$ cat src/rtl/glycemic_index_tracker.sv
// glycemic_index_tracker: per-sample popcount of |sample| with per-channel
// moving-average history and sticky threshold alarms.
`default_nettype none

module glycemic_index_tracker #(
  parameter int DATA_W   = 8,
  parameter int CHANNELS = 4,
  parameter int WINDOW   = 4,
  parameter int ALARM_TH = 4,
  localparam int CH_W    = (CHANNELS > 1) ? $clog2(CHANNELS) : 1,
  localparam int IDX_W   = $clog2(DATA_W + 1)
) (
  input  logic                clk,
  input  logic                rstN,
  input  logic                sampleValid,
  input  logic [CH_W-1:0]     sampleChannel,
  input  logic [DATA_W-1:0]   bloodSensor,
  input  logic [CHANNELS-1:0] clearAlarm,
  output logic                sampleReady,
  output logic                resultValid,
  output logic [CH_W-1:0]     resultChannel,
  output logic [IDX_W-1:0]    glycemicIndex,
  output logic [IDX_W-1:0]    avgIndex,
  output logic                chanErr,
  output logic [CHANNELS-1:0] alarm
);

  localparam int WIN_LOG = $clog2(WINDOW);
  localparam int SUM_W   = IDX_W + WIN_LOG;

  localparam logic [2:0] S_IDLE   = 3'd0;
  localparam logic [2:0] S_ABS    = 3'd1;
  localparam logic [2:0] S_COUNT  = 3'd2;
  localparam logic [2:0] S_UPDATE = 3'd3;
  localparam logic [2:0] S_DONE   = 3'd4;

  logic [2:0]        state, state_next;
  logic [DATA_W-1:0] sample_q, mag_q;
  logic [CH_W-1:0]   chan_q;
  logic [IDX_W-1:0]  pop_q, bit_cnt;
  logic [IDX_W-1:0]  avg_sel;
  logic [IDX_W-1:0]  avg_ch [CHANNELS];
  logic              chan_ok;

  assign chan_ok = ({1'b0, chan_q} < (CH_W + 1)'(CHANNELS));

  always_ff @(posedge clk or negedge rstN) begin
    if (!rstN) state <= S_IDLE;
    else       state <= state_next;
  end

  always_comb begin
    state_next = state;
    case (state)
      S_IDLE:   if (sampleValid) state_next = S_ABS;
      S_ABS:    state_next = S_COUNT;
      S_COUNT:  if (bit_cnt == IDX_W'(DATA_W - 1)) state_next = S_UPDATE;
      S_UPDATE: state_next = S_DONE;
      S_DONE:   state_next = S_IDLE;
      default:  state_next = S_IDLE;
    endcase
  end

  always_comb begin
    sampleReady = (state == S_IDLE);
    resultValid = (state == S_DONE);
  end

  always_ff @(posedge clk or negedge rstN) begin
    if (!rstN) begin
      sample_q      <= '0;
      mag_q         <= '0;
      chan_q        <= '0;
      pop_q         <= '0;
      bit_cnt       <= '0;
      glycemicIndex <= '0;
      avgIndex      <= '0;
      resultChannel <= '0;
      chanErr       <= 1'b0;
    end else begin
      case (state)
        S_IDLE: begin
          if (sampleValid) begin
            sample_q <= bloodSensor;
            chan_q   <= sampleChannel;
          end
        end
        S_ABS: begin
          mag_q   <= sample_q[DATA_W-1] ? (~sample_q + DATA_W'(1)) : sample_q;
          pop_q   <= '0;
          bit_cnt <= '0;
        end
        S_COUNT: begin
          mag_q   <= mag_q >> 1;
          pop_q   <= pop_q + IDX_W'(mag_q[0]);
          bit_cnt <= bit_cnt + IDX_W'(1);
        end
        S_UPDATE: begin
          glycemicIndex <= pop_q;
          resultChannel <= chan_q;
          chanErr       <= !chan_ok;
          avgIndex      <= chan_ok ? avg_sel : '0;
        end
        default: ;
      endcase
    end
  end

  always_comb begin
    avg_sel = '0;
    for (int c = 0; c < CHANNELS; c++)
      if (chan_q == CH_W'(c)) avg_sel = avg_ch[c];
  end

  for (genvar c = 0; c < CHANNELS; c++) begin : g_chan
    logic [IDX_W-1:0] hist [WINDOW];
    logic [SUM_W-1:0] sum_q, sum_next;
    logic             hit, alarm_q, over_th;

    assign hit      = (state == S_UPDATE) && chan_ok && (chan_q == CH_W'(c));
    // Oldest entry drops out as the new index enters; history starts at zero.
    assign sum_next = sum_q + SUM_W'(pop_q) - SUM_W'(hist[WINDOW-1]);
    assign avg_ch[c] = IDX_W'(sum_next >> WIN_LOG);
    assign over_th  = ($unsigned(32'(avg_ch[c])) >= $unsigned(32'(ALARM_TH)));
    assign alarm[c] = alarm_q;

    always_ff @(posedge clk or negedge rstN) begin
      if (!rstN) begin
        for (int i = 0; i < WINDOW; i++) hist[i] <= '0;
        sum_q   <= '0;
        alarm_q <= 1'b0;
      end else begin
        if (hit) begin
          hist[0] <= pop_q;
          for (int i = 1; i < WINDOW; i++) hist[i] <= hist[i-1];
          sum_q <= sum_next;
        end
        if (hit && over_th)     alarm_q <= 1'b1;
        else if (clearAlarm[c]) alarm_q <= 1'b0;
      end
    end
  end

endmodule

`default_nettype wire

$ cat config.mk
export PLATFORM = sky130hd
export DESIGN_NAME = glycemic_index_tracker
export DESIGN_NICKNAME = d
export VERILOG_FILES = /design/src/rtl/glycemic_index_tracker.sv
export SDC_FILE = /design/constraint.sdc
export NUM_CORES = 1
export LEC_CHECK = 0
export ABC_AREA = 1
export BUFFER_PORTS_ARGS = -buffer_cell sky130_fd_sc_hd__buf_2
export CORE_MARGIN = 5
export CORE_UTILIZATION = 50
export CTS_CLUSTER_DIAMETER = 60
export DETAILED_ROUTE_END_ITERATION = 8
export HOLD_SLACK_MARGIN = 0.03
export PLACE_DENSITY_LB_ADDON = 0.08
export SLEW_MARGIN = 20
export SYNTH_ARGS = -nofsm -noshare
export SYNTH_HDL_FRONTEND = slang
export SYNTH_SLANG_ARGS = --single-unit
$ cat constraint.sdc
create_clock -name clk -period 2.93 [get_ports clk]
set_clock_uncertainty 0.15 [all_clocks]
set_input_delay 0.293 -clock clk [delete_from_list [all_inputs] [get_ports clk]]
set_output_delay 0.293 -clock clk [all_outputs]
set_load 0.01 [all_outputs]
# ---- After elaboration in Yosys (flattened, before gate mapping)
# Index checks and enable logic that the tools add are counted.
dict set report word_totals {
  word_cells 95
  output_inout_bits 17
  register_bits 131
  in_bits 17
}
dict set report classes {
  bitwise 1
  n_mux 19
  n_reduce_logical 17
  n_lt_le_gt_ge 4
  n_eq_ne 10
  addsub 11
}
# cell count
set ops {}
lappend ops {{6-bit by 4-bit adder with 6-bit output} 4}
lappend ops {{6-bit by 4-bit subtractor with 6-bit output} 4}
lappend ops {{4-bit by 3-bit >= comparator with 1-bit output, second input constant} 4}
lappend ops {{4-bit two-way mux} 4}
lappend ops {{4-bit case mux with 2 select lines} 2}
lappend ops {{8-bit case mux with 2 select lines} 1}
lappend ops {{3-bit case mux with 4 select lines} 1}
lappend ops {{2-bit nonzero test} 5}
lappend ops {{8-bit by 1-bit adder with 8-bit output, second input constant} 1}
lappend ops {{1-bit logical AND} 8}
lappend ops {{1-bit two-way mux} 8}
lappend ops {{8-bit two-way mux} 1}
lappend ops {{8-bit NOT} 1}
lappend ops {{3-bit by 2-bit equality test with 1-bit output, second input constant} 2}
lappend ops {{3-bit two-way mux} 2}
lappend ops {{4-bit by 1-bit adder with 4-bit output} 1}
lappend ops {{4-bit by 1-bit adder with 4-bit output, second input constant} 1}
lappend ops {{2-bit equality test, second input constant} 2}
lappend ops {{4-bit by 3-bit equality test with 1-bit output, second input constant} 1}
lappend ops {{2-bit != test, second input constant} 2}
lappend ops {{2-bit AND reduction} 2}
lappend ops {{3-bit by 1-bit equality test with 1-bit output, second input constant} 1}
lappend ops {{3-bit equality test, second input constant} 1}
lappend ops {{3-bit zero test} 1}
lappend ops {{other kinds (2)} 2}

# ---- Logic depth before layout (Yosys ltp)
# Gate-level depths: netlist (run 1).
dict set report depth {
  word_depth 6
  depth_mapped 15
  mapped_depth_nobuf 15
}

# ---- Worst setup path before layout (run 1)
# No wires, ideal clock.
dict set report synth_path {
  path_type {register to register}
  start {register pop_q[2]}
  end {register avgIndex[1]}
  path_stages_with_launch 13
  path_slack_ns 0.448
  synth_period_minus_slack_ns 2.482
  arrival_ns 2.208
  path_cell_list {dfrtp_1 > inv_1 > fa_1 > inv_1 > ha_1 > inv_1 > nand2_1 > and2_1 > or2_2 > nand3_1 > nand3_1 > nand2_1 > nand3_1}
}
dict set report synth_via {
  elab_chain_cells 6
  elab_cells_between_ends 12
  classes_between {add/sub: 8; mux: 4}
}
# item line_no
set synth_lines {}
lappend synth_lines {{from (decl)} 40} ;# logic [IDX_W-1:0] pop_q, bit_cnt;
lappend synth_lines {{from (signal assigned)} 95} ;# pop_q <= pop_q + IDX_W'(mag_q[0]);
lappend synth_lines {{6-bit by 4-bit adder with 6-bit output} 122} ;# assign sum_next = sum_q + SUM_W'(pop_q) - SUM_W'(hist[WINDOW-1]);
lappend synth_lines {{6-bit by 4-bit subtractor with 6-bit output} 122}
lappend synth_lines {{4-bit two-way mux (3 in series)} 112} ;# if (chan_q == CH_W'(c)) avg_sel = avg_ch[c];
lappend synth_lines {{4-bit two-way mux (*)} 112}
lappend synth_lines {{to (signal assigned)} 102} ;# avgIndex <= chan_ok ? avg_sel : '0;
lappend synth_lines {{to (decl)} 23} ;# output logic [IDX_W-1:0] avgIndex,
# Mark *: on every way between the ends. The rest lies on a longest branch, timed or not.
# A chain may end at the register's enable or synchronous reset.

# ---- Final worst setup path (run 1)
dict set report layout_path {
  start {register pop_q[2]}
  end {register avgIndex[3]}
}
# Same word-level chain as after synthesis.

==> impl_metrics.yaml, run 1 <==
run_status:
  status: "completed"
clock_network:
  numCtsBuffers: 17
  htreeDepth: 4
  cts_buffer_depth: 2
  clk_latency_ns: 0.42
  clkSinkCount: 131
  cts_root_buf: "clkbuf_16"
  cts_tree: "yes"
  path_clk_slew_ns: 0.06
drt:
  firstDrtPassIters: 5
  drc: 0
  wire_per_inst_um: 13.8
  wl_um: 13400
  drtIter0Drc: 238
  ant_nets: 0
  avgViaCountPerCell: 5.00
  vias: 4866
placement:
  hpwl_um: 9080
  gp_congestion: 0.875
  io_buffer_count: 32
  placed_area_um2: 6780
  dpl.cell_count: 919
final_layout:
  fin_area_um2: 7530
  syn2layout_area_growth_pct: 16.4
  nNetsFinal: 849
  fin_cells: 973
  fin_util_pct: 59.4
  n_antenna_cell: 0
  layout-drive-gt1-share_pct: 11.4
run:
  max_cap_viol_count: 0
logic_synthesis:
  synth_top_area_share_pct: 50.7
  synth_edf_count: 0
  synth_top_area_cell: "dfrtp_1"
  synth_area_leaders: "dfrtp_1, nand2_1, inv_1"
  yosys_register_bits: 131
  synth_common_cells: "nand2_1, dfrtp_1, inv_1, o21ai_0, nand3_1"
  yosysMostFrequentCell: "nand2_1"
  async_flop_share_pct: 100
  ys_types: 35
  syn_nets: 791
  syn_inst: 730
  syn_area_um2: 6470
  synth.avg_cell_area_um2: 8.86
  ys_warn_count: 0
  synth_seq_area_share_pct: 50.7
  synthFlopType: "dfrtp_1"
worst_setup_path:
  crit_path_frequent_cell: "nand2_1"
  crit_start: "pop_q[2]"
  cp_max_fo: 7
  timing.rr.start: "pop_q[2]"
  start_kind: "flop"
  required_ns: 3.09
  slowest_delay_ns: 0.52
  crit_arrival_ns: 2.93
  cp-end-kind: "flop"
  crit_chain: "clkinvlp_4 > buf_4 > fa_1 > inv_1 > ha_1 > nand2_1 > nand2_1 > nand2_1 > nand4_1 > a21oi_1 > nor2_1 > nand2_1 > nand2_1"
  worstSetupPathType: "flop to flop"
  cp_slowest_cell: "fa_1"
floorplanning:
  die_h_um: 124
  core_um2: 12700
  die_w_um: 124
  rows: 41
  initial_core_util_pct: 51.1
  io_pins: 34
  fp.dieArea_um2: 15300
timing:
  maxSlewViolCount: 0
  min_period_ns: 2.77
  fmax_ghz: 0.361
  post-route-period-util_pct: 94.6
  slew_headroom_pct: 52.2
  tightest_slew_ns: 0.718
  finalSetupViolCount: 0
  hold_viol: 0
  holdWs_ns: 0.313
grt:
  grt_start_max_net_pins: 132
  grt_pass1_vias: 4791
  antenna_found_initial: 0
  grt_overflow_total: 0
  grt_pass1_wl_um: 23100
  track_usage_pct: 19.7
worst_hold_path:
  worstHoldStart: "glycemicIndex[1]"
  hold_class: "flop to flop"
power_and_ir_drop:
  internal_power_uw: 4850
  p_sw_uw: 3300
  power.density_nw_per_um2: 1080
  p_leak_uw: 0.00383
  peakVddDrop_mv: 0.587
  power_frac_seq_pct: 31.8
  sw_frac_of_total_pct: 40.5
  clockPowerShare_pct: 23.9
  p_comb_share_pct: 44.3
cells in the final DEF, fill, tap and decap left out, types with 15 or more instances in the layout:
cell type / Yosys / final
buf_2: 8 / 31
o21ai_1: 16 / 16
dfrtp_1: 131 / 130
nor2_1: 23 / 23
nand3_1: 35 / 35
o21ai_0: 60 / 60
ha_1: 28 / 28
inv_1: 111 / 109
buf_4: 8 / 15
nand2_1: 200 / 200
fa_1: 16 / 16
clkbuf_16: 0 / 17
dlygate4sd3_1: 0 / 16
a21oi_1: 29 / 29
power by group through the flow:
stage	registers [uW]	logic, uW	clock network [uW]
2_1_floorplan	2560	2760	0
3_3_place_gp	2600	3430	0
3_5_place_dp	2610	3540	0
4_1_cts	2590	3590	1990
5_1_grt	2650	4180	2070
6_report	2590	3610	1940
critical path, delay by kind of cell (launching register included):
kind,cells,cell delay (ns)
adder cells (fa/ha/maj),2,0.86
AND/OR/NAND/NOR,7,0.55
AO/OA/AOI/OAI,1,0.16
buffers and inverters,3,0.51
flip-flops,1,0.44
layout make-up:
cell class	count	area [um2]
clock buffer	22	454
clock inverter	10	85.1
fill	1137	5140
inverter	118	450
multi-input combinational	457	2600
sequential	131	3280
tap	172	215
timing repair buffer	63	448
worst paths after layout:
check / to / cells past startpoint / slack (ns)
max: avgIndex[3] / 13 / 0.16
min: glycemicIndex[1] / 2 / 0.31
max reg2reg: avgIndex[3] / 13 / 0.16
min reg2reg: glycemicIndex[1] / 2 / 0.31
max in group asynchronous: pop_q[1] / 3 / 1.68
min in group asynchronous: g_chan[1].hist[11] / 3 / 0.37
state kept, by name, summed over array words and instances (netlist names):
signal	flops
avgIndex	4
bit_cnt	4
chan_q	2
g_chan.alarm_q	4
g_chan.hist	64
g_chan.sum_q	24
glycemicIndex	4
mag_q	8
pop_q	4
resultChannel	2
sample_q	8
state	3
routing by layer:
layer	up-vias	wire [um]	track usage (%)
met4	0	215	7.06
met1	2347	6040	24.9
met3	21	499	4.90
li1	2422	-	-
met2	76	6690	32.8
met5	-	0	0
stage by stage:
stage / setup TNS (ns) / power [uW] / worst slack, ns
2_1_floorplan: 0 / 5320 / 0.448
3_3_place_gp: 0 / 6030 / 0.265
3_5_place_dp: 0 / 6160 / 0.203
4_1_cts: 0 / 8170 / 0.183
5_1_grt: -0.0207 / 8910 / -0.0207
6_report: 0 / 8140 / 0.157
cell families after synthesis:
logic type                 count (synthesis)  share of synthesized area [%]
buffers and inverters                    142                           9.20
adders and majority gates                 44                           10.4
DFF                                      131                           50.7
other                                      1                         0.0579
and+or+nand+nor                          273                           17.5
xor gates and xnor gates                  12                           1.62
AOI/OAI and AO/OA                        127                           10.6
repair_timing:
action,4_1_cts,5_1_grt
gates resized for setup,0,3
buffers inserted,0,6
endpoints found under the hold margin,146,0
hold buffers,16,0
setup endpoints to repair,0,2
Note: power is estimated with default switching activity, not from simulation.
==> inputs of run 2 (changes only) <==
Settings changed: BUFFER_PORTS_ARGS -buffer_cell sky130_fd_sc_hd__buf_2 to -buffer_cell sky130_fd_sc_hd__buf_4.
==> run 2 against run 1 <==
  * Sequential cell count did not move
  * Wire length rose by 0.97%
  * Count of clock-buffer cells in the layout unchanged
  * Critical path type unchanged
  * Setup slack better by 0.015 ns
  * Global-route usage grew 0.27 points
  * Critical path depth down 1
  * Sequential power about the same
  * Clock power about the same
  * Register-to-register slack better by 0.02 ns
  * Cell count shrank 0.72%
==> impl_metrics.yaml, run 2 (same netlist as run 1, synthesis figures left out) <==
power_and_ir_drop:
  p_sw_uw: 3250
  internal_power_uw: 4910
  p_leak_uw: 0.00385
  clockPowerShare_pct: 23.7
  power_frac_seq_pct: 31.8
  sw_frac_of_total_pct: 39.8
  p_comb_share_pct: 44.5
  peakVddDrop_mv: 0.611
  power.density_nw_per_um2: 1080
grt:
  grt_overflow_total: 0
  grt_pass1_wl_um: 23400
  track_usage_pct: 19.9
  grt_pass1_vias: 4833
  grt_start_max_net_pins: 57
  antenna_found_initial: 0
clock_network:
  htreeDepth: 4
  numCtsBuffers: 17
  clk_latency_ns: 0.42
  path_clk_slew_ns: 0.06
  cts_root_buf: "clkbuf_16"
  clkSinkCount: 131
  cts_buffer_depth: 2
  cts_tree: "yes"
timing:
  setup_ws_ns: 0.173
  finalSetupViolCount: 0
  hold_viol: 0
  slew_headroom_pct: 53.4
  maxSlewViolCount: 0
  holdWs_ns: 0.292
  fmax_ghz: 0.363
  tns_ns: 0
  post-route-period-util_pct: 94.1
  tightest_slew_ns: 0.697
  min_period_ns: 2.76
  rsz0062_at_grt: "false"
worst_setup_path:
  cp_max_fo: 7
  crit_chain: "clkinvlp_4 > fa_1 > inv_1 > fa_1 > nand2_1 > nand2_1 > a21oi_1 > nand2_1 > nand3_1 > nand3_1 > nand2_1 > nand3_1"
  cp-end-kind: "flop"
  worstSetupPathType: "flop to flop"
  crit_arrival_ns: 2.90
  required_ns: 3.07
  crit_path_frequent_cell: "nand2_1"
  slowest_delay_ns: 0.59
  rrSetupSlack_ns: 0.17
  cp_slowest_cell: "fa_1"
  start_kind: "flop"
floorplanning:
  io_pins: 34
  initial_core_util_pct: 51.1
  core_um2: 12700
  die_w_um: 124
  rows: 41
  fp.dieArea_um2: 15300
  die_h_um: 124
final_layout:
  n_antenna_cell: 0
  largest-register: "g_chan.hist"
  nNetsFinal: 846
  top_regs: "g_chan.hist: 64 flops, g_chan.sum_q: 24 flops"
  fin_cells: 966
  layout-drive-gt1-share_pct: 10.7
  fin_area_um2: 7590
  seqCellArea_um2: 3280
  final_common_cell: "nand2_1"
  final_cell_mix: "nand2_1, dfrtp_1, inv_1"
  fillers: 1160
  syn2layout_area_growth_pct: 17.2
  multi_input_area_um2: 2600
  largest_reg_flops: 64
drt:
  firstDrtPassIters: 4
  vias: 4847
  drtIter0Drc: 268
  wl_um: 13600
  drc: 0
  wire_per_inst_um: 14.1
  avgViaCountPerCell: 5.02
  ant_nets: 0
placement:
  dpl.cell_count: 920
  placed_area_um2: 6870
  gp_congestion: 0.869
  io_buffer_count: 32
  hpwl_um: 9530
  dp_slack_ns: 0.185
run:
  max_cap_viol_count: 0
worst_hold_path:
  hold_class: "primary input to async pin"
run_status:
  status: "completed"
==> run 2: what timing repair did <==
action / 4_1_cts / 5_1_grt
hold buffers: 16 / 0
endpoints found under the setup margin: 0 / 1
endpoints found under the hold margin: 60 / 0
buffers inserted: 0 / 2
resized for setup: 0 / 2
==> run 2: layout make-up <==
type / instances / share of cell area (%)
clock buffers: 22 / 6.25
clock inverters: 6 / 0.759
inverters: 118 / 5.89
multi-input cells: 457 / 34.2
flip-flops and latches: 131 / 43.2
well taps: 172 / 2.84
repair buffers: 60 / 6.80
==> run 2: critical path: cells and delay by family (launching register included) <==
family | cells | cell delay (ns)
buffers and inverters | 2 | 0.31
adders and majority gates | 2 | 1.06
AOI/OAI and AO/OA | 1 | 0.17
DFF | 1 | 0.41
and+or+nand+nor | 7 | 0.53
==> run 2: power by group through the flow <==
stage	registers (uW)	logic [uW]	clock network, uW
after global placement	2600	3490	0
final	2600	3630	1930
after detailed placement	2620	3590	0
after global routing	2650	4240	2060
after floorplan	2560	2760	0
after CTS	2600	3640	1970
==> run 2: stage by stage <==
step	total power, uW	utilization (%)
after floorplan	5320	-
after detailed placement	6210	54.3
after CTS	8210	59.7
final	8160	59.9
after global placement	6090	54.3
after global routing	8950	59.9
==> run 2: final timing paths <==
kind / startpoint / end / depth (start not counted)
max: pop_q[1] / avgIndex[2] / 12
min: rstN / g_chan[2].sum_q[3] / 2
max reg2reg: pop_q[1] / avgIndex[2] / 12
min reg2reg: bit_cnt[3] / bit_cnt[3] / 1
max in group asynchronous: rstN / g_chan[1].sum_q[0] / 3
min in group clk: bit_cnt[3] / bit_cnt[3] / 1
==> run 2: routing by layer <==
layer / global-route usage [%] / wire (um) / vias up
met3: 4.22 / 466 / 23
met4: 8.24 / 323 / 0
met1: 25.7 / 6190 / 2336
met2: 32.8 / 6600 / 72
li1: - / - / 2416
met5: 0 / 0 / -
